===== src/rtl/fetch_queue_pkg.sv =====
// Shared core types for the fetch path: the queued {pc, instr} entry and the PC stride.
// Types only; no logic, latency or flow control lives here.
// register_decode reuses fq_entry_t to consume queue entries.
package fetch_queue_pkg;

    localparam int FQ_WORDSZ  = 64;
    localparam int FQ_INSTSZ  = 32;
    localparam int INST_BYTES = 4;

    typedef struct packed {
        logic [FQ_WORDSZ-1:0] pc;
        logic [FQ_INSTSZ-1:0] instr;
    } fq_entry_t;

endpackage


===== src/rtl/fetch_queue.sv =====
// Instruction fetch queue between icache and decode; drops responses whose PC is stale.
// Latency: an entry pushed at edge N appears on out_* in cycle N+1; no in->out bypass.
// Backpressure: in_ready = !full from registers only; a same-cycle pop never frees a slot.
module fetch_queue
    import fetch_queue_pkg::*;
#(
    parameter int DEPTH  = 4,
    parameter int INSTSZ = 32,
    parameter int WORDSZ = 64
) (
    input  logic                       clk,
    input  logic                       rst,
    input  logic [WORDSZ-1:0]          entry,
    input  logic                       in_valid,
    input  logic [WORDSZ-1:0]          in_pc,
    input  logic [INSTSZ-1:0]          in_instr,
    output logic                       in_ready,
    output logic                       out_valid,
    output logic [WORDSZ-1:0]          out_pc,
    output logic [INSTSZ-1:0]          out_instr,
    input  logic                       out_ready,
    input  logic                       flush,
    input  logic [WORDSZ-1:0]          flush_pc,
    output logic [WORDSZ-1:0]          expected_pc,
    output logic [$clog2(DEPTH):0]     count,
    output logic [7:0]                 drop_count
);

    localparam int PTRW = $clog2(DEPTH);
    localparam int CNTW = PTRW + 1;
    localparam logic [CNTW-1:0]   FULL_CNT  = CNTW'(DEPTH);
    localparam logic [WORDSZ-1:0] PC_STRIDE = WORDSZ'(INST_BYTES);
    localparam logic [WORDSZ-1:0] ALIGN_MSK = ~WORDSZ'(3);

    logic [WORDSZ-1:0] pc_mem    [DEPTH];
    logic [INSTSZ-1:0] instr_mem [DEPTH];

    logic [PTRW-1:0]   wr_ptr;
    logic [PTRW-1:0]   rd_ptr;
    logic [CNTW-1:0]   cnt_q;
    logic [WORDSZ-1:0] exp_pc_q;
    logic [7:0]        drop_q;

    logic push_fire;
    logic pc_match;
    logic push;
    logic drop;
    logic pop;

    assign in_ready  = (cnt_q != FULL_CNT);
    assign out_valid = (cnt_q != '0);

    assign push_fire = in_valid && in_ready && !flush;
    assign pc_match  = (in_pc == exp_pc_q);
    assign push      = push_fire && pc_match;
    assign drop      = push_fire && !pc_match;
    assign pop       = out_valid && out_ready && !flush;

    assign out_pc      = pc_mem[rd_ptr];
    assign out_instr   = instr_mem[rd_ptr];
    assign expected_pc = exp_pc_q;
    assign count       = cnt_q;
    assign drop_count  = drop_q;

    // Storage carries no reset: entries are only observable once count covers them.
    always_ff @(posedge clk) begin
        if (push) begin
            pc_mem[wr_ptr]    <= in_pc;
            instr_mem[wr_ptr] <= in_instr;
        end
    end

    always_ff @(posedge clk) begin
        if (!rst) begin
            wr_ptr   <= '0;
            rd_ptr   <= '0;
            cnt_q    <= '0;
            drop_q   <= '0;
            exp_pc_q <= entry;
        end else if (flush) begin
            wr_ptr   <= '0;
            rd_ptr   <= '0;
            cnt_q    <= '0;
            exp_pc_q <= flush_pc & ALIGN_MSK;
        end else begin
            if (push) begin
                wr_ptr   <= wr_ptr + 1'b1;
                exp_pc_q <= exp_pc_q + PC_STRIDE;
            end
            if (pop) begin
                rd_ptr <= rd_ptr + 1'b1;
            end
            if (drop && drop_q != 8'hFF) begin
                drop_q <= drop_q + 8'd1;
            end
            case ({push, pop})
                2'b10:   cnt_q <= cnt_q + 1'b1;
                2'b01:   cnt_q <= cnt_q - 1'b1;
                default: cnt_q <= cnt_q;
            endcase
        end
    end

endmodule

===== config.mk =====
export PLATFORM = sky130hd
export DESIGN_NAME = fetch_queue
export DESIGN_NICKNAME = d
export VERILOG_FILES = /design/src/rtl/fetch_queue_pkg.sv /design/src/rtl/fetch_queue.sv
export SDC_FILE = /design/constraint.sdc
export NUM_CORES = 1
export LEC_CHECK = 0
export ABC_AREA = 1
export CAP_MARGIN = 20
export CORE_ASPECT_RATIO = 0.7
export CORE_UTILIZATION = 32
export CTS_CLUSTER_DIAMETER = 60
export CTS_CLUSTER_SIZE = 40
export DETAILED_ROUTE_END_ITERATION = 12
export PLACE_DENSITY = 0.64
export RECOVER_POWER = 50
export SETUP_SLACK_MARGIN = 0.15
export SLEW_MARGIN = 20
export SYNTH_ARGS = -nofsm -noshare
export SYNTH_HDL_FRONTEND = slang
export SYNTH_SLANG_ARGS = --single-unit

===== constraint.sdc =====
create_clock -name clk -period 13.49 [get_ports clk]
set_input_delay 3.3725 -clock clk [delete_from_list [all_inputs] [get_ports clk]]
set_output_delay 3.3725 -clock clk [all_outputs]
set_load 0.01 [all_outputs]

==> flow_metrics.tcl, run 1 <==
set metrics [dict create \
    status "finished, violations left" \
    violations "max-capacitance violations, max-slew violations" \
    syn2layout_area_growth_pct 28.4 \
    postCtsResizedCells 0 \
    ios 402 \
    hold_viol 0 \
    route.detailed.drc 0 \
    total_power_w 0.00302 \
    synth.ff_latch_count 465 \
    synth_top_area_cell "edfxtp_1" \
    rsz0062_at_grt "false" \
    portBuffers 399 \
    period_share_pct 71.1 \
    holdBufCountCts 0 \
    max_freq_mhz 104 \
    synthTopCellsByArea "edfxtp_1, nand2_1, nor2_1" \
    critPathSlowestCell "clkbuf_1" \
    syn_area_per_cell_um2 9.92 \
    ys_seq_area_share_pct 64.2 \
    r2r_setup_slack_ns 9.40 \
    synth_warnings 0 \
    wl_met3_um 5720 \
    critPathMaxFanout 60 \
    die_h_um 219 \
    drt_iter0_markers 1604 \
    crit_top_cell "clkbuf_1" \
    skew_ns 0.0363 \
    place_area_um2 26400 \
    cts_buffer_depth 3 \
    grt_pass1_vias 16700 \
    slew-limit-headroom_pct -190 \
    worstPathCellList "buf_2, clkbuf_1, inv_1, clkbuf_1, a31oi_1, o21ai_0, nand2_1" \
    ir_drop_v 0.0000802 \
    dp_cells 3384 \
    cp_slowest_stage_delay_ns 2.50 \
    fin_setup_tns_ns 0 \
    netlist_instances 2168 \
    async_flop_share_pct 0 \
    layout.cells.non_filler 3447 \
    place_ws_ns 5.84 \
    start_util_pct 32.4 \
    clkTransAtPathRegs_ns 0.08 \
    die_w_um 312 \
    grt_usage_pct 21.8 \
    routed_wl_um 76300 \
    slew_viol_final 183 \
    die_area_um2 68200 \
    ys_types 37 \
    antenna_found_initial 14 \
    rows 79 \
    worst_setup_path_end_kind "register" \
    grt_overflow_total 0 \
    dp_hpwl_um 53200 \
    htreeDepth 2 \
    grt_start_max_net_pins 112 \
    fin_crit_ns 9.59 \
    final.setup.worst_slack_ns 3.90 \
    p_leak_nw 10.0 \
    grt_pass1_wl_um 109000 \
    top_layer_used "met5" \
    path_class "in2reg" \
    cts_tree "yes" \
    synth-main-ff-cell "edfxtp_1" \
    synth_enable_flop_cells 448 \
    core-area_um2 66400 \
    worst_pin_slew_ns 4.35 \
    drt-met1-wl_um 34800 \
    fin_area_um2 27600 \
    crit_buf_inv 4 \
    clock-sinks 465 \
    numCtsBuffers 34 \
    fillers 6392 \
    hp-class "reg2reg" \
    layout-drive-gt1-share_pct 4.86 \
    clk_latency_ns 0.57 \
    synth_fp_nets 2405 \
    cap_violations 3 \
    cp_data_arrival_time_ns 10.01 \
    wl_met2_um 34200 \
    cts_setup_buffers 0 \
    yosys.area.top_type_share_pct 62.6 \
    startpoint_type "input port" \
    vias 17500 \
    antenna_left 0 \
    cp.required_ns 13.91 \
    firstDrtPassIters 5 \
    wl_per_cell_um 22.1 \
    vias_per_cell 5.08 \
    setup_viol 0 \
    layout.nets 2766 \
    gp_congestion 0.917 \
    cts-root-buf "clkbuf_16" \
    netlist_area_um2 21500 \
    power.density_nw_per_um2 109 \
    crit_family "buffers and inverters" \
]
flip-flops by register name (all words and copies together), names as in the netlist, named ones only:
signal / count
pc_mem: 256
instr_mem: 128
expected_pc: 64
drop_count: 8
count: 3
rd_ptr: 2
wr_ptr: 2
synth_stat cells, types with 2 or more instances:
cell type / instances
o21ai_0: 257
inv_1: 162
nor3_2: 6
buf_2: 4
nand3_2: 3
buf_1: 5
nor2_4: 4
nand4_1: 26
o22ai_1: 96
nor3_1: 36
nand2_4: 2
nand3_1: 65
nand2_1: 467
o21ai_1: 16
clkbuf_1: 80
nor3_4: 2
ha_1: 7
a21oi_1: 34
xor2_1: 33
inv_2: 10
nor2_1: 353
xnor2_1: 2
o211ai_1: 11
nor2_2: 10
dfxtp_1: 17
o221ai_1: 2
edfxtp_1: 448
metrics by stage:
stage	hold WS, ns	util [%]
after floorplan	0.436	-
after global placement	0.442	39.8
after detailed placement	0.470	39.8
after CTS	0.483	41.5
after global routing	0.518	41.5
final	0.494	41.5
cell usage in the layout, fill, tap and decap left out, drive strengths merged, types with 2 or more instances in the layout:
cell type      count
nand2            470
clkinvlp           3
ha                 7
o21ai            273
dfxtp             17
buf               16
o22ai             96
clkbuf            38
nand3             69
xor2              33
nand4             26
edfxtp           448
dlygate4sd3      173
o221ai             2
inv              181
clkdlybuf4s50    225
nor3              44
diode              4
nor2             367
a21oi             34
xnor2              2
clkinv            13
o211ai            11
path summary, 6_finish.rpt:
| check | depth (start not counted) | endpoint | from |
|---|---|---|---|
| worst max-delay path | 7 | expected_pc[12] | rst |
| worst min-delay path | 2 | register | rd_ptr[1] |
| worst max register to register | 12 | instr_mem[1][20] | expected_pc[30] |
| worst min register to register | 2 | register | rd_ptr[1] |
area by class of cell:
class                           instances  area [um2]  share of cell area (%)
Clock buffer                           35         876                    3.17
Inverter                              173         656                    2.38
Timing Repair Buffer                  417        4110                    14.9
Clock inverter                         24         303                    1.10
Tap cell                              891        1110                    4.04
Multi-Input combinational cell       1438        6730                    24.4
Sequential cell                       465       13800                    50.0
Antenna cell                            4        10.0                  0.0363
per-layer routing:
layer	GRT usage, %	up-vias
li1	-	8195
met1	31.0	8516
met2	34.3	678
met3	4.07	101
met4	4.93	14
met5	0	-
power by group:
| part | total [W] | internal [W] | switching, W |
|---|---|---|---|
| registers | 0.00166 | 0.00161 | 0.0000499 |
| logic | 0.000280 | 0.000121 | 0.000159 |
| clock network | 0.00108 | 0.000513 | 0.000569 |
worst reg2reg max path, stage by stage (launching register included):
cell and delay (ns):
edfxtp_1 0.62, inv_1 0.21, nand2_1 0.09, nand2_1 0.06
nor2_1 0.19, nand2_1 0.14, nor2_1 0.14, nand2_1 0.14
nor2_4 0.22, nand3_4 0.22, nor2_4 0.12, buf_4 0.65
buf_4 0.84
cell families after synthesis:
group / after synthesis / synth area share (%)
buf+inv: 265 / 4.71
flops: 465 / 64.2
xor+xnor: 35 / 1.43
fa+ha+maj: 8 / 0.501
compound gates: 417 / 10.4
simple gates: 978 / 18.8
(Power assumes the default switching activity.)
==> inputs of run 2 (changes only) <==
==> constraint.sdc (replaced) <==
create_clock -name clk -period 10 [get_ports clk]
set_input_delay 2.5 -clock clk [delete_from_list [all_inputs] [get_ports clk]]
set_output_delay 2.5 -clock clk [all_outputs]
set_load 0.01 [all_outputs]
==> run 2 against run 1 <==
  * The flow still finishes with violations (max-capacitance violations, max-slew violations)
  * Count of clock-buffer cells in the layout decreased by 4
  * Via count down 0.38%
  * Non-clock buffer count increased by 1
  * Global-route usage shrank 0.39 points
  * Design area about the same
  * Cell count barely moved
  * Sequential power rose by 34%
  * Routed wire length shrank 0.58%
  * Flip-flop and latch count unchanged
  * First-iteration DRC count rose by 14%
  * Highest routed layer unchanged
==> flow_metrics.tcl, run 2 (synthesis gave the netlist of run 1 again) <==
set metrics [dict create \
    dp_hpwl_um 53600 \
    setup_viol 0 \
    cap_violations 2 \
    max_freq_mhz 129 \
    crit_top_cell "inv_1" \
    postCtsResizedCells 0 \
    antenna_found_initial 8 \
    cts_setup_buffers 0 \
    routed_wl_um 75900 \
    cts_buffer_depth 3 \
    die_w_um 312 \
    grt_pass1_wl_um 108000 \
    critPathMaxFanout 54 \
    grt_overflow_total 0 \
    firstDrtPassIters 6 \
    die_area_um2 68200 \
    cp_slowest_stage_delay_ns 1.39 \
    die_h_um 219 \
    worst_setup_path_end_kind "register" \
    start_util_pct 32.4 \
    layout-drive-gt1-share_pct 4.74 \
    worst_pin_slew_ns 3.50 \
    syn2layout_area_growth_pct 28.5 \
    numCtsBuffers 31 \
    final.setup.worst_slack_ns 2.27 \
    status "finished, violations left" \
    clkTransAtPathRegs_ns 0.09 \
    vias 17400 \
    skew_ns 0.0343 \
    fin_setup_tns_ns 0 \
    violations "max-capacitance violations, max-slew violations" \
    ir_drop_v 0.000133 \
    critPathSlowestCell "inv_1" \
    worstPathCellList "dlygate4sd3_1, clkbuf_1, inv_1, nand3_1, inv_1, nand3_4, nor2_1, buf_4" \
    grt_usage_pct 21.4 \
    route.detailed.drc 0 \
    path_class "in2reg" \
    rsz0062_at_grt "false" \
    largest_reg_flops 256 \
    portBuffers 399 \
    slew_viol_final 100 \
    cp_data_arrival_time_ns 8.00 \
    cts_tree "yes" \
    fin_crit_ns 7.73 \
    ios 402 \
    period_share_pct 77.3 \
    startpoint_type "input port" \
    rows 79 \
    grt_start_max_net_pins 110 \
    clock-sinks 465 \
    final_cell_mix "nand2_1, edfxtp_1, nor2_1, o21ai_0, clkdlybuf4s50_1" \
    power.density_nw_per_um2 147 \
    gp_congestion 0.936 \
    hp-class "reg2reg" \
    cp.required_ns 10.27 \
    hold_viol 0 \
    wl_per_cell_um 22.0 \
    drt_iter0_markers 1822 \
    clk_latency_ns 0.65 \
    mostFrequentLayoutCell "nand2_1" \
    htreeDepth 1 \
    layout.nets 2764 \
    grt_pass1_vias 16300 \
    vias_per_cell 5.05 \
    p_leak_nw 10.0 \
    regMostFlops "pc_mem" \
    holdBufCountCts 0 \
    cts-root-buf "clkbuf_16" \
    slew-limit-headroom_pct -133 \
    place_ws_ns 3.71 \
    core-area_um2 66400 \
    antenna_left 0 \
]
## run 2: critical path: cells and delay by family
family / cells / cell delay, ns
and+or+nand+nor: 3 / 1.47
buffers and inverters: 5 / 3.87
## run 2: metal layers
metal  track usage, %  wire (um)  vias to the layer above
li1                 -          -                     8201
met1             30.5      33800                     8431
met2             34.3      34400                      710
met3             3.64       6130                       89
met4             4.00       1460                        6
met5                0         48                        -
## run 2: worst paths after layout
kind	slack (ns)	from	depth (start not counted)	to
max	2.27	flush	8	instr_mem[1][7]
min	0.47	rd_ptr[1]	2	register
max reg2reg	5.64	expected_pc[32]	11	instr_mem[1][7]
min reg2reg	0.47	rd_ptr[1]	2	register
## run 2: final cells by class
class,count,area (um2)
multi-input cells,1438,6710
repair buffers,418,4120
flip-flops and latches,465,13800
clock inverters,27,418
inverters,173,656
well taps,891,1110
clock buffers,31,776
diodes,7,17.5
fillers,6360,38800
## run 2: per-stage QoR
step	hold WS, ns	util (%)	power, W	cells	instance area, um2
6_report	0.468	41.6	0.00407	3450	27600
5_1_grt	0.521	41.6	0.00420	3444	27600
4_1_cts	0.463	41.6	0.00412	3443	27600
3_5_place_dp	0.447	39.8	0.00267	3385	26400
3_3_place_gp	0.442	39.8	0.00267	3385	26400
2_1_floorplan	0.436	-	0.00240	2168	21500
## run 2: where the power goes
part	switching [W]	total (W)	internal, W	leakage (nW)
sequential	0.0000691	0.00223	0.00217	4.25
combinational	0.000214	0.000375	0.000162	5.23
clock	0.000812	0.00146	0.000644	0.568
==> inputs of run 3 (changes only) <==
==> constraint.sdc (replaced) <==
create_clock -name clk -period 7.6 [get_ports clk]
set_input_delay 1.9 -clock clk [delete_from_list [all_inputs] [get_ports clk]]
set_output_delay 1.9 -clock clk [all_outputs]
set_load 0.01 [all_outputs]
==> run 3 against run 2 <==
  * The run still ends with max-capacitance violations, max-slew violations left
  * Clock skew is 0.0032 ns lower
  * Die area stayed put
  * Sequential share of layout area is 0.24 points lower
  * Core utilization is 0.20 points higher
  * Cell count is 0.32% higher
  * Sequential power is 32% higher
  * Hold slack worse by 0.0020 ns
  * Critical path depth is 1 lower
  * Combinational power is 32% higher
  * Clock power is 31% higher
  * Global-route usage is 0.074 points higher
  * Via count is 0.14% lower
  * Critical path type unchanged
  * Largest power group unchanged
==> flow_metrics.tcl, run 3 (synthesis gave the netlist of run 1 again) <==
set metrics [dict create \
    status "finished, violations left" \
    violations "max-capacitance violations, max-slew violations" \
    ios 402 \
    core-area_um2 66400 \
    largest_reg_flops 256 \
    grt_pass1_vias 16800 \
    cts_setup_buffers 0 \
    period_share_pct 78.1 \
    syn2layout_area_growth_pct 29.1 \
    vias 17400 \
    crit_family "buffers and inverters" \
    rows 79 \
    grt_start_max_net_pins 111 \
    layout.nets 2769 \
    path_class "in2reg" \
    gp_congestion 0.921 \
    die_h_um 219 \
    postCtsResizedCells 0 \
    p_sw_share_pct 26.8 \
    ir_drop_v 0.000176 \
    clock_power_share_pct 35.8 \
    rsz0062_at_grt "false" \
    slew-limit-headroom_pct -138 \
    startpoint_type "input port" \
    cp_data_arrival_time_ns 6.43 \
    slew_viol_final 198 \
    worst_setup_path_end_kind "register" \
    wl_per_cell_um 21.8 \
    min-delay-start "rd_ptr[1]" \
    clkTransAtPathRegs_ns 0.08 \
    p_leak_nw 10.1 \
    hp-class "reg2reg" \
    grt_usage_pct 21.4 \
    route.detailed.drc 0 \
    cap_violations 3 \
    cts_buffer_depth 3 \
    clk_latency_ns 0.65 \
    p_comb_share_pct 9.3 \
    critPathMaxFanout 75 \
    skew_ns 0.0311 \
    holdBufCountCts 0 \
    die_area_um2 68200 \
    cts_tree "yes" \
    drt_iter0_markers 1723 \
    fin_crit_ns 5.94 \
    grt_pass1_wl_um 109000 \
    switchingPower_w 0.00143 \
    antenna_found_initial 12 \
    regMostFlops "pc_mem" \
    fin_setup_tns_ns 0 \
    rr_endpoint "pc_mem[0][35]" \
    htreeDepth 1 \
    routed_wl_um 75600 \
    cp_slowest_stage_delay_ns 2.48 \
    cp.required_ns 8.10 \
    firstDrtPassIters 5 \
    antenna_left 0 \
    worstPathCellList "buf_2, clkbuf_1, inv_2, clkbuf_2, a31oi_1, o21ai_0, nand2_1" \
    power.density_nw_per_um2 193 \
    crit_start "rst" \
    die_w_um 312 \
    p_int_w 0.00391 \
    hold_depth 2 \
    worst_pin_slew_ns 3.56 \
    numCtsBuffers 31 \
    portBuffers 399 \
    r2r_setup_slack_ns 3.54 \
    total_power_w 0.00535 \
    setup_viol 0 \
    final_core_util_pct 41.8 \
    mostFrequentLayoutCell "nand2_1" \
    grt_overflow_total 0 \
    start_util_pct 32.4 \
    reg2reg_depth 11 \
    layout-drive-gt1-share_pct 5.20 \
    critPathSlowestCell "clkbuf_1" \
    vias_per_cell 5.03 \
    r2r_start "expected_pc[29]" \
    cts-root-buf "clkbuf_16" \
    hold_viol 0 \
    power_frac_seq_pct 54.9 \
    clock-sinks 465 \
    final_cell_mix "nand2_1, edfxtp_1, nor2_1, o21ai_0, clkdlybuf4s50_1" \
    crit_buf_inv 4 \
    dp_hpwl_um 53500 \
    max_freq_mhz 168 \
]
-- run 3: changes by cell type in the layout (fill, tap and decap cells not counted), moves of 2 or more --
| cell | delta |
|---|---|
| buf_12 | +4 |
| clkbuf_1 | -2 |
| clkbuf_2 | +2 |
| clkinv_1 | -2 |
| clkinv_8 | -3 |
| diode_2 | +6 |
| inv_6 | +4 |
-- run 3: cell type report --
class	instances	area (um2)
antenna	13	32.5
clock buffer	31	776
clock inverter	27	412
fill	6296	38700
inverter	173	656
multi-input combinational	1438	6730
sequential	465	13800
tap	891	1110
timing repair buffer	423	4230
-- run 3: worst max-delay path by stage --
stage	endpoint	cells past startpoint	slack [ns]
after floorplan	instr_mem[0][0]	10	0.41
after global placement	instr_mem[1][16]	12	2.13
after detailed placement	instr_mem[1][6]	12	2.07
after CTS	out_pc[12]	5	1.97
after global routing	expected_pc[12]	7	1.17
final	expected_pc[12]	7	1.66
-- run 3: worst register-to-register path, delay by kind of cell (launching register included) --
kind                   cells  cell delay [ns]
buffers and inverters      2             1.55
and+or+nand+nor            9             1.32
DFF                        1             0.61
-- run 3: power groups by stage --
stage	sequential, W	combinational, W	clock (W)
2_1_floorplan	0.00297	0.000189	0
3_3_place_gp	0.00300	0.000511	0
3_5_place_dp	0.00300	0.000516	0
4_1_cts	0.00294	0.000520	0.00196
5_1_grt	0.00294	0.000544	0.00204
6_report	0.00294	0.000496	0.00191
-- run 3: per-layer routing --
metal  part of all wire (%)  vias up  wire length (um)  global-route usage [%]
li1                       -     8210                 -                       -
met1                     45     8407             34000                    31.0
met2                     45      693             34000                    34.0
met3                    7.9       94              5930                    3.44
met4                    2.0        8              1550                    4.26
met5                  0.069        -                52                       0
-- run 3: stage by stage --
| stage | instances | setup WS [ns] | hold slack [ns] | instance area, um2 |
|---|---|---|---|---|
| floorplan | 2168 | 0.407 | 0.436 | 21500 |
| detailed placement | 3389 | 2.07 | 0.453 | 26500 |
| finish | 3461 | 1.66 | 0.466 | 27700 |
| global route | 3450 | 1.17 | 0.519 | 27700 |
| global placement | 3389 | 2.13 | 0.448 | 26500 |
| CTS | 3447 | 1.97 | 0.468 | 27700 |
